### src/rtl/accel_bus_pkg.sv
// Shared types and constants for the accelerator register-bus model.
package accel_bus_pkg;

  typedef enum logic [1:0] {
    ST_IDLE = 2'd0,
    ST_BUSY = 2'd1,
    ST_DONE = 2'd2
  } state_e;

  localparam int RDWR_RD      = 1;
  localparam int RDWR_WR      = 0;
  localparam int DATA_W_DEF   = 16;
  localparam int NUM_REGS_DEF = 8;

  // Widened compare keeps the range check meaningful for any ADDR_W.
  function automatic logic addr_in_range(input logic [31:0] addr, input int unsigned num_regs);
    return (addr < num_regs);
  endfunction

endpackage

### src/rtl/accel_regfile.sv
// Accelerator register array: one write port, one registered read port, operand taps 0..2.
module accel_regfile
  import accel_bus_pkg::*;
#(
  parameter int DATA_W   = DATA_W_DEF,
  parameter int NUM_REGS = NUM_REGS_DEF,
  parameter int ADDR_W   = 3
) (
  input  logic              clk,
  input  logic              rst,
  input  logic              we_i,
  input  logic [ADDR_W-1:0] waddr_i,
  input  logic [DATA_W-1:0] wdata_i,
  input  logic              re_i,
  input  logic [ADDR_W-1:0] raddr_i,
  output logic [DATA_W-1:0] rdata_o,
  output logic              rvalid_o,
  output logic [DATA_W-1:0] reg0_o,
  output logic [DATA_W-1:0] reg1_o,
  output logic [DATA_W-1:0] reg2_o
);

  localparam int IDX_W = (NUM_REGS > 1) ? $clog2(NUM_REGS) : 1;

  logic [DATA_W-1:0] regs_q [NUM_REGS];
  logic [DATA_W-1:0] rdata_q, rdata_d;
  logic              rvalid_q;
  logic              w_ok_s, r_ok_s;
  logic [IDX_W-1:0]  widx_s, ridx_s;

  assign w_ok_s = addr_in_range(32'(waddr_i), NUM_REGS);
  assign r_ok_s = addr_in_range(32'(raddr_i), NUM_REGS);
  assign widx_s = waddr_i[IDX_W-1:0];
  assign ridx_s = raddr_i[IDX_W-1:0];

  // Out-of-range reads return zero; with no request the last data is held.
  always_comb begin
    rdata_d = rdata_q;
    if (re_i) begin
      rdata_d = r_ok_s ? regs_q[ridx_s] : '0;
    end else begin
      rdata_d = rdata_q;
    end
  end

  always_ff @(posedge clk) begin
    if (rst) begin
      for (int i = 0; i < NUM_REGS; i++) begin
        regs_q[i] <= '0;
      end
      rdata_q  <= '0;
      rvalid_q <= 1'b0;
    end else begin
      if (we_i && w_ok_s) begin
        regs_q[widx_s] <= wdata_i;
      end
      rdata_q  <= rdata_d;
      rvalid_q <= re_i;
    end
  end

  assign rdata_o  = rdata_q;
  assign rvalid_o = rvalid_q;
  assign reg0_o   = regs_q[0];
  assign reg1_o   = regs_q[1];
  assign reg2_o   = regs_q[2];

endmodule

### config.mk
export PLATFORM = sky130hd
export DESIGN_NAME = accel_regfile
export DESIGN_NICKNAME = d
export VERILOG_FILES = /design/src/rtl/accel_bus_pkg.sv /design/src/rtl/accel_regfile.sv
export SDC_FILE = /design/constraint.sdc
export NUM_CORES = 1
export LEC_CHECK = 0
export ABC_AREA = 1
export CAP_MARGIN = 20
export CORE_ASPECT_RATIO = 1.5
export CORE_MARGIN = 4
export CORE_UTILIZATION = 50
export CTS_BUF_LIST = sky130_fd_sc_hd__clkbuf_8
export DETAILED_ROUTE_END_ITERATION = 10
export PLACE_DENSITY = 0.78
export SETUP_SLACK_MARGIN = 0.1
export SLEW_MARGIN = 15
export SYNTH_ARGS = -nofsm -noshare
export SYNTH_HDL_FRONTEND = slang
export SYNTH_SLANG_ARGS = --single-unit
### constraint.sdc
create_clock -name clk -period 3.5 [get_ports clk]
set_clock_uncertainty 0.05 [all_clocks]
set_input_delay 0.35 -clock clk [delete_from_list [all_inputs] [get_ports clk]]
set_output_delay 0.35 -clock clk [all_outputs]
set_load 0.05 [all_outputs]
After elaboration in Yosys (flattened, before gate mapping)
Memories as Yosys holds them, arrays and structs flattened. A register that Yosys moved wholly into a read port is not among the register bits.
Index checks and enable logic that the tools add are counted.
{ "classes": {"mux": 8, "n_reduce_logical": 1} }
{ "ops": {"columns": ["operator", "count"], "rows": [
  ["16-bit two-way mux", 1],
  ["16-bit OR reduction", 1],
  ["1-bit two-way mux", 6],
  ["3-bit two-way mux", 1]
]} }
{ "word_totals": {"reg_bits": 1, "mem_bits_rw": 128, "inputBits": 26, "output_inout_bits": 65, "elab_cells": 11, "mem_count": 1} }
{ "memory_table": {"columns": ["name", "words", "width", "rd", "rd_clocked_by_memory_dff", "wr", "line", "rtl"], "rows": [
  ["regs_q", 8, 16, 4, 1, 8, "accel_regfile.sv:25", "logic [DATA_W-1:0] regs_q [NUM_REGS];"]
]} }

Longest topological paths before layout
Gate-level depths: netlist (run 1).
{ "logic_depth": {"depth_word": 5, "depth_mapped": 7, "mapped_depth_nobuf": 6} }

Least setup slack after synthesis (run 1)
Ideal clock, no wire load.
{ "synth_timing": {"path_type": "input-to-reg", "startpoint": "input rst", "endpoint": "memory regs_q[0][0] in the netlist's numbering, enable pin", "setup_time_ps": 372, "t_arrival_ps": 1280, "required_ps": 3078, "setup_slack_ps": 1799, "path_stages": 6, "n_path_buf": 1, "cell_sequence": "inv_2 -> nand2_2 -> nor2_4 -> nand2_2 -> buf_6 -> nand2_1"} }
{ "synth_rtl": {"columns": ["item", "line", "rtl"], "rows": [
  ["from (decl)", "accel_regfile.sv:10", "input logic rst,"],
  ["to (decl)", "accel_regfile.sv:25", null]
]} }

==> results of run 1 <==
## registers in the layout, indices dropped and copies added, names as in the netlist
register / flops
rvalid_o: 1
regs_q: 128
rdata_o: 16
## power by group through the flow
stage	registers [uW]	logic, uW	clock network, uW
global placement	2080	607	0
finish	2040	620	1440
global route	2050	666	1520
CTS	2040	621	1450
detailed placement	2080	618	0
floorplan	2250	239	0
## per-stage QoR
stage	util (%)	total power (uW)
after global routing	60.6	4240
after global placement	57.4	2690
after CTS	60.6	4110
after floorplan	-	2490
final	60.6	4100
after detailed placement	57.4	2700
## cell families after synthesis
logic type / after synthesis / share of synthesized area [%]
AND/OR/NAND/NOR: 392 / 23.8
buffers and inverters: 189 / 12.5
flip-flops: 145 / 61.0
AO/OA/AOI/OAI: 32 / 2.72
## worst max-delay path by stage
stage | end | slack, ns
5_1_grt | reg0_o[8] | 1.36
3_5_place_dp | regs_q[1][8]$_SDFFCE_PN0P_ | 1.07
2_1_floorplan | regs_q[0][0]$_SDFFCE_PN0P_ | 1.80
3_3_place_gp | regs_q[1][10]$_SDFFCE_PN0P_ | 1.11
6_report | reg0_o[8] | 1.39
4_1_cts | reg0_o[8] | 1.38
## cells in the final DEF, fill, tap and decap left out
cell / netlist / routed
inv_2: 3 / 3
buf_4: 6 / 7
nand2_1: 153 / 153
clkinvlp_4: 0 / 2
edfxtp_1: 128 / 128
a21oi_2: 7 / 7
buf_2: 10 / 2
bufinv_16: 0 / 4
clkbuf_8: 2 / 20
clkinv_2: 0 / 2
nand3_1: 96 / 96
o21ai_0: 16 / 16
nand2_2: 9 / 9
dfxtp_1: 17 / 17
nor2_1: 132 / 132
nor2_4: 2 / 2
inv_1: 150 / 153
clkinv_4: 0 / 1
clkdlybuf4s50_1: 0 / 88
a21oi_1: 9 / 9
## metal layers
layer  share of wire, %  track usage (%)  vias to the layer above
li1                   -                -                     2518
met1                 39             26.3                     2375
met2                 51             36.6                      254
met3                8.7             5.46                       23
met4                1.8             7.05                        0
met5                  0                0                        -
## layout make-up
cell class	count	area share, %
timing repair buffer	97	11.6
tap	162	2.48
clock inverter	12	2.02
sequential	145	51.3
inverter	153	7.04
clock buffer	20	3.37
multi-input combinational	424	22.2
==> metrics.cfg, run 1 <==
[synth]
synth_area_leaders = edfxtp_1 56%, nand2_1 8.4%, inv_1 8.2%
syn_avg_cell_area_um2 = 9.04
synth.top_cells.by_count = 153 x nand2_1, 150 x inv_1, 132 x nor2_1
ys_types = 17
yosysTopAreaCell = edfxtp_1
synth_nets = 784
synth-async-reset-ratio_pct = 0
syn-cell-area_um2 = 6850
synthFlopType = edfxtp_1
yosysTopAreaCellShare_pct = 56.1
yosysMostFrequentCell = nand2_1
synth_seq_cells = 145
yosys_warnings = 0
synth-edff-count = 128
synthesis.instances = 758
yosysSeqAreaShare_pct = 61.0

[clock_network]
worstSkewPairLatency_ns = 0.44
h-tree-depth = 4
cts_max_path_buffers = 2
clockRootBuffer = clkbuf_8
cts_tree = yes
clock-sinks = 145
ctsHoldBuffers = 0
cts_resized = 0
cts.reportedPaths.clkPinSlew_ns = 0.08
post_cts_buffers = 0
numCtsBuffers = 17

[global_route]
grt_usage_pct = 21.2
grt_overflow = 0
grt_max_degree = 65
grt_pass1_wl_mm = 25.2
grt_pass1_vias = 4834
antenna_found_initial = 0

[worst_setup_path]
path_max_fanout = 2
arrival_ns = 1.71
start_kind = flop
rrSetupSlack_ns = 2.33
criticalPathCategory = reg -> out
r2r-end = rdata_o[11]$_SDFFE_PP0P_
slowest_stage = clkdlybuf4s50_1
end_kind = output pin
r2r_cells = 6
startpoint = regs_q[0][8]$_SDFFCE_PN0P_
path_buf_inv = 1
path_delay_family = buffers and inverters
cp.required_ns = 3.10
critical_path_depth = 1
cpPeakStageDelay_ns = 0.84
rr_startpoint = regs_q[1][11]$_SDFFCE_PN0P_
crit_chain = clkdlybuf4s50_1

[power_and_ir_drop]
share_comb_of_total_power_pct = 15.1
pwr-share-clk_pct = 35.2
powerDensity_nw_per_um2 = 503
p_sw_uw = 1100
seqPwrFrac_pct = 49.7
vdd_ir_drop_max_uv = 299
power.static_leakage_uw = 0.00371
p_int_uw = 3000
swShare_pct = 26.9

[detailed_routing]
vias = 5170
ant_nets = 0
drt-wirelength-per-cell_um = 16.2
vias_per_cell = 5.10
drt_iter0_drc = 561
drt-total-wl_mm = 16.4
drtPass1Iterations = 5
drc = 0

[cells_and_area]
syn_to_final_growth_pct = 19.1
layoutNonFillerInstCount = 1013
final_layout_size_suffix_gt1_share_pct = 6.93
nets = 864
antennaDiodeCount = 0
regArea_um2 = 4180
multi_input_area_um2 = 1820
fillCellCount = 1108
fin_area_um2 = 8160

[job]
cap_violations = 0

[floorplanning]
die_height_um = 151
core-area_um2 = 13500
initial_core_util_pct = 50.9
core.rowCount = 52
ioPinCount = 91
die-area_um2 = 15700
die_x_um = 104

[hold_path]
hold_path_class = in -> reg
min_path_cells = 3
worstHoldStart = re_i
timing.hold.worst_endpoint = rvalid_o$_SDFF_PP0_

[sta]
hold_violations = 0
hold_ws_ns = 0.323
worstMarginPinSlew_ns = 0.703
rsz0062_at_grt = false
max_slew_margin_pct = 53.0
report.final.slew_viol_count = 0
timing.fmax_mhz = 475
tns_ns = 0
finalCritPeriodShare_pct = 60.2
setup_viol = 0
fin_ws_ns = 1.39
fin_crit_ns = 2.11

[placement]
dp.cells = 981
place_ws_ns = 1.07
place_area_um2 = 7720
io_buffers = 90
gp_congestion = 0.885
dp_hpwl_mm = 11.4

[run_status]
status = finished, final reports clean

Note: power is estimated with default switching activity, not from simulation.
==> run 2, diff against run 1 <==
- clock period: 3.5 -> 2.1 ns (I/O delays scaled with it)
==> metrics.cfg, run 2 (synthesis results as in run 1) <==
[sta]
hold_violations = 0
tns_ns = 0
report.final.slew_viol_count = 0
fin_ws_ns = 0.181
finalCritPeriodShare_pct = 91.4
max_slew_margin_pct = 59.4
timing.fmax_mhz = 521
worstMarginPinSlew_ns = 0.608
setup_viol = 0
fin_crit_ns = 1.92
rsz0062_at_grt = false

[clock_network]
cts_resized = 0
ctsHoldBuffers = 0
cts.reportedPaths.clkPinSlew_ns = 0.08
cts_tree = yes
cts_max_path_buffers = 2
post_cts_buffers = 0
worstSkewPairLatency_ns = 0.45
h-tree-depth = 4
clock-sinks = 145
clockRootBuffer = clkbuf_8
numCtsBuffers = 17

[worst_setup_path]
slowest_stage = clkdlybuf4s50_1
start_kind = flop
criticalPathCategory = reg -> out
path_buf_inv = 1
path_max_fanout = 2
end_kind = output pin
rr_startpoint = regs_q[1][12]$_SDFFCE_PN0P_
crit_chain = clkdlybuf4s50_1
startpoint = regs_q[2][12]$_SDFFCE_PN0P_
cpPeakStageDelay_ns = 0.83
cp.required_ns = 1.84
arrival_ns = 1.66
path_delay_family = buffers and inverters

[global_route]
antenna_found_initial = 0
grt_pass1_vias = 5093
grt_overflow = 0
use_met3_pct = 5.20
grt_max_degree = 50
grt_use_met2_pct = 36.3
grt_usage_pct = 21.4
globalRoute.busiestLayer = met2
grt_pass1_wl_mm = 25.8
grt_use_met1_pct = 26.4

[cells_and_area]
antennaDiodeCount = 0
syn_to_final_growth_pct = 21.9
nets = 882
largest_register_ffs = 128
final_cell_mix = 153 x inv_1, 153 x nand2_1, 132 x nor2_1
layoutNonFillerInstCount = 1031
largest-register = regs_q
fin_area_um2 = 8350
final_layout_size_suffix_gt1_share_pct = 8.75

[power_and_ir_drop]
swShare_pct = 26.0
powerDensity_nw_per_um2 = 841
power.static_leakage_uw = 0.00383
power_uw = 7020
pwr-share-clk_pct = 36.5
p_int_uw = 5200
seqPwrFrac_pct = 48.3
share_comb_of_total_power_pct = 15.1
p_sw_uw = 1830
vdd_ir_drop_max_uv = 612

[detailed_routing]
drc = 0
vias_per_cell = 5.09
drtPass1Iterations = 5
drt-total-wl_mm = 16.2
vias = 5251
drt_iter0_drc = 536
ant_nets = 0
drt-wirelength-per-cell_um = 15.7

[floorplanning]
die_x_um = 104
core-area_um2 = 13500
die_height_um = 151
die-area_um2 = 15700
ioPinCount = 91
core.rowCount = 52
initial_core_util_pct = 50.9

[placement]
io_buffers = 90
place_area_um2 = 7890
place_ws_ns = 0.289
gp_congestion = 0.851
dp_hpwl_mm = 11.1
dp.cells = 999

[hold_path]
hold_path_class = in -> reg
worstHoldStart = rst

[job]
cap_violations = 0

[run_status]
status = finished, final reports clean

run 2: changes by cell type in the layout (fill, tap and decap cells not counted), sizes merged:
| cell | previous run | this run |
|---|---|---|
| buf | 9 | 26 |
| bufinv | 4 | 6 |
| clkbuf | 20 | 18 |
| clkdlybuf4s50 | 88 | 89 |
| clkinvlp | 2 | 0 |
| inv | 156 | 158 |
run 2: final timing paths:
| kind | slack [ns] | depth (start not counted) | endpoint |
|---|---|---|---|
| setup / recovery | 0.18 | 1 | reg2_o[12] |
| hold / removal | 0.29 | 2 | rvalid_o$_SDFF_PP0_ |
| setup reg to reg | 0.95 | 6 | rdata_o[12]$_SDFFE_PP0P_ |
| hold reg to reg | 0.48 | 2 | rdata_o[2]$_SDFFE_PP0P_ |
run 2: routing by layer:
layer / routed length [um] / share of wire (%)
met2: 8150 / 50
met5: 0 / 0
met4: 263 / 1.6
met3: 1330 / 8.2
met1: 6480 / 40
run 2: worst reg2reg max path, cell delays in order, from the launching register on:
cell and delay (ns):
edfxtp_1 0.42, inv_1 0.07, nand2_1 0.06, nand3_1 0.19, nand3_1 0.10, nand2_1 0.10, a21oi_1 0.06
run 2: power by group through the flow:
stage	registers, uW	logic, uW	clock network [uW]
after global placement	3450	1040	0
after CTS	3390	1070	2580
after detailed placement	3460	1060	0
after floorplan	3750	399	0
after global routing	3410	1150	2710
final	3390	1060	2570
run 2: final cells by class:
| type | instances | area (um2) |
|---|---|---|
| clock buffers | 18 | 248 |
| clock inverters | 14 | 219 |
| fillers | 1074 | 5120 |
| inverters | 153 | 574 |
| multi-input cells | 424 | 1820 |
| flip-flops and latches | 145 | 4180 |
| well taps | 162 | 203 |
| repair buffers | 115 | 1110 |
run 2: through the flow:
step,hold WS (ns),util [%]
6_report,0.290,62.0
5_1_grt,0.292,62.0
4_1_cts,0.272,62.0
3_5_place_dp,0.462,58.5
3_3_place_gp,0.460,58.5
2_1_floorplan,0.232,-
==> run 3, diff against run 2 <==
- CTS_CLUSTER_DIAMETER: unset -> 120
==> results of run 3 <==
Final layout, timing and power as in run 2 (identical DEF).
==> RTL change 1 (config.mk and constraints of run 1) <==
Put a register stage on the outputs `reg0_o`, `reg1_o` and `reg2_o`, cleared by the reset. The values now appear one clock later. The other outputs are not delayed to match.
--- a/src/rtl/accel_regfile.sv
+++ b/src/rtl/accel_regfile.sv
@@ -61,9 +61,17 @@
 
   assign rdata_o  = rdata_q;
   assign rvalid_o = rvalid_q;
-  assign reg0_o   = regs_q[0];
-  assign reg1_o   = regs_q[1];
-  assign reg2_o   = regs_q[2];
+  always_ff @(posedge clk) begin
+    if (rst) begin
+      reg0_o <= '0;
+      reg1_o <= '0;
+      reg2_o <= '0;
+    end else begin
+      reg0_o <= regs_q[0];
+      reg1_o <= regs_q[1];
+      reg2_o <= regs_q[2];
+    end
+  end
 
 endmodule
 
Function: changed (Yosys sat finds a counterexample within 4 cycles, from zero or initial values and one cycle with rst high).
==> RTL change 1 against run 1 <==
- sequential power up 28%
- total power up 12%
- final cell count rose by 13%
- wire length rose by 10%
- area after synthesis rose by 17%
- worst setup slack gained 0.030 ns
- cell area up 15%
- global-route usage fell by 1.1 points
- worst hold slack better by 0.058 ns
- sequential cell count increased by 48
- critical path type unchanged
==> RTL change 1: results (changes against run 1) <==
metric,value,unit,change
vias,5725,,+11%
nNetsFinal,959,,+11%
yosysSeqAreaShare,64.4,%,+3.3 points
max_freq,482,MHz,+1.4%
placed_area,0.00892,mm²,+15%
grt_pass1_wl,28500,µm,+13%
reg2reg_slack,2.35,ns,+0.02 ns
clk_pin_slew,0.10,ns,+0.02 ns
clock_latency,0.47,ns,+0.03 ns
hold_start,rst,,
ir_worst_vdd,0.244,mV,-18%
drive_gt1_share,5.71,%,-1.2 points
synth_most_common_cell,nor2_1,,
synth_common_cells,"nor2_1, nand2_1, inv_1, edfxtp_1, nand3_1",,
dp_slack,1.03,ns,-0.0423 ns
synth_edf_count,128,,unchanged
cts_max_path_buffers,2,,unchanged
p_leak,4.29,nW,+15%
grt_start_max_net_pins,65,,unchanged
tightest_slew,0.766,ns,+0.0633 ns
via_per_inst,4.98,,-2.4%
status,"complete, no violations",,
r2r_end,rdata_o[13]$_SDFFE_PP0P_,,
syn_area_per_cell,9.29,µm²,+2.8%
ys_types,16,,-1
drt-initial-drc-count,521,,-7.1%
place.gp.congestion,0.833,,-5.8%
dp_hpwl,12000,µm,+5.0%
fin_hold_ws,0.381,ns,+0.0583 ns
-- RTL change 1: changes by cell type in the layout (fill, tap and decap cells not counted), moves of 4 or more --
cell       before  now
dfxtp_1        17   65
nor2_1        132  180
nand2_2         9    0
nand2_4         0    9
a21oi_1         9   16
a21oi_2         7    0
buf_4           7    3
bufinv_16       4    0
inv_6           0    4
-- RTL change 1: worst min-delay path: cells and delay by family --
| kind | cells | cell delay, ns |
|---|---|---|
| buffers and inverters | 2 | 0.38 |
| AND/OR/NAND/NOR | 1 | 0.14 |
-- RTL change 1: logic make-up after synthesis --
logic type             synth area share, %
and+or+nand+nor                       23.4
DFF                                   64.4
AOI/OAI and AO/OA                     2.00
buffers and inverters                 10.2
-- RTL change 1: worst max-delay path by stage --
| stage | from | end | cells past startpoint |
|---|---|---|---|
| 2_1_floorplan | rst | regs_q[0][0]$_SDFFCE_PN0P_ | 7 |
| 3_3_place_gp | waddr_i[2] | regs_q[5][6]$_SDFFCE_PN0P_ | 5 |
| 3_5_place_dp | waddr_i[1] | regs_q[2][13]$_SDFFCE_PN0P_ | 5 |
| 4_1_cts | rdata_o[7]$_SDFFE_PP0P_ | rdata_o[7] | 1 |
| 5_1_grt | rdata_o[7]$_SDFFE_PP0P_ | rdata_o[7] | 1 |
| 6_report | rdata_o[7]$_SDFFE_PP0P_ | rdata_o[7] | 1 |
-- RTL change 1: final cells by class --
cell class / count / area, µm²
repair buffers: 96 / 976
clock inverters: 15 / 131
fillers: 1384 / 6350
inverters: 153 / 576
multi-input cells: 472 / 2030
clock buffers: 17 / 234
flip-flops and latches: 193 / 5140
well taps: 203 / 254
-- RTL change 1: where the power goes --
part,switching [mW],internal (mW)
logic,0.455,0.190
clock network,0.831,0.514
registers,0.0422,2.57
-- RTL change 1: metal layers --
metal / vias up / GRT usage, % / wire (µm)
met4: 0 / 6.86 / 419
met1: 2654 / 23.6 / 6950
li1: 2805 / - / -
met3: 34 / 4.24 / 1180
met5: - / 0 / 0
met2: 232 / 36.5 / 9460
==> RTL change 2 (config.mk and constraints of run 1) <==
Without the edit above. Set the parameter `ADDR_W` to 4 (it was 3).
--- a/src/rtl/accel_regfile.sv
+++ b/src/rtl/accel_regfile.sv
@@ -4,7 +4,7 @@
 #(
   parameter int DATA_W   = DATA_W_DEF,
   parameter int NUM_REGS = NUM_REGS_DEF,
-  parameter int ADDR_W   = 3
+  parameter int ADDR_W   = 4
 ) (
   input  logic              clk,
   input  logic              rst,
Interface: changed (resized raddr_i and waddr_i); port bits go from 91 to 93. No check against the original RTL was run, so the function may have changed too.
==> RTL change 2 against run 1 <==
- cell area increased by 0.35%
- sequential cell count unchanged
- worst setup slack got worse by 0.046 ns
- sequential share of layout area decreased by 0.18 points
- utilization increased by 0.51 points
- synthesized cell count decreased by 2.2%
- area after synthesis decreased by 0.55%
- total power decreased by 1.4%
- global-route usage increased by 3.3 points
- wire length increased by 11%
- largest cell class unchanged
- largest power group unchanged
- highest routed layer unchanged
==> RTL change 2: results (changes against run 1) <==
metric,value,unit,change
status,"complete, no violations",,
clockPowerShare,35.9,%,+0.7 points
slew-limit-headroom,29.9,%,-23 points
grt_pass1_vias,4916,,+1.7%
ys_types,19,,+2
r2r_end,rdata_o[3]$_SDFFE_PP0P_,,
dp_hpwl,12400,µm,+8.9%
drt-initial-drc-count,752,,+34%
total_power,4.05,mW,-1.4%
synth_common_cells,"nor2_1, nand2_1, edfxtp_1, inv_1, nand3_1",,
endpoint,reg2_o[10],,
p_leak,3.62,nW,-2.5%
ir_worst_vdd,0.247,mV,-18%
dr.pass1.iters,6,,+1
yosysSeqAreaShare,61.4,%,+0.34 points
via_per_inst,5.30,,+3.9%
drive_gt1_share,8.25,%,+1.3 points
placed_area,0.00775,mm²,+0.31%
whs_path_depth,2,,-1
cp-startpoint,regs_q[2][10]$_SDFFCE_PN0P_,,
synth_compound_area_share,1.17,%,-1.5 points
fillCellCount,1064,,-4.0%
p_seq_share,50.1,%,+0.4 points
syn_nets,769,,-1.9%
worstPathArrival,1.75,ns,+0.04 ns
track_usage,24.6,%,+3.3 points
timing.rr.start,regs_q[1][3]$_SDFFCE_PN0P_,,
## RTL change 2: cell types whose count changed in the layout (fill, tap and decap cells not counted), sizes merged, moves of 2 or more
cell,change
buf,-3
clkbuf,-3
clkdlybuf4s50,+3
clkinvlp,+2
inv,-32
nand2,-17
nor2,+33
o21ai,-16
or2,+16
## RTL change 2: worst min-delay path by stage
stage                                   startpoint                       end  slack, ns
after floorplan                               re_i  rdata_o[15]$_SDFFE_PP0P_       0.50
after global placement     rdata_o[7]$_SDFFE_PP0P_   rdata_o[7]$_SDFFE_PP0P_       0.41
after detailed placement   rdata_o[2]$_SDFFE_PP0P_   rdata_o[2]$_SDFFE_PP0P_       0.41
after CTS                  rdata_o[2]$_SDFFE_PP0P_   rdata_o[2]$_SDFFE_PP0P_       0.42
after global routing      rdata_o[10]$_SDFFE_PP0P_  rdata_o[10]$_SDFFE_PP0P_       0.44
final                      rdata_o[2]$_SDFFE_PP0P_   rdata_o[2]$_SDFFE_PP0P_       0.42
## RTL change 2: layout make-up
type                    instances  area (µm²)  share of cell area, %
clock inverters                15         206                   2.52
clock buffers                  17         234                   2.86
multi-input cells             441        1950                   23.8
well taps                     162         203                   2.48
flip-flops and latches        145        4180                   51.1
repair buffers                 97         953                   11.6
inverters                     121         459                   5.61
## RTL change 2: through the flow
stage | hold WS, ns | std cells | setup WS (ns)
after floorplan | 0.498 | 741 | 1.63
after global placement | 0.405 | 966 | 1.06
after detailed placement | 0.406 | 966 | 1.03
after CTS | 0.418 | 998 | 1.35
after global routing | 0.438 | 998 | 1.33
final | 0.419 | 998 | 1.35
## RTL change 2: metal layers
layer	vias to the layer above	wire, µm	track usage [%]
li1	2487	-	-
met1	2403	6460	32.3
met2	352	8870	38.8
met3	52	2120	5.30
met4	0	747	11.2
met5	-	0	0
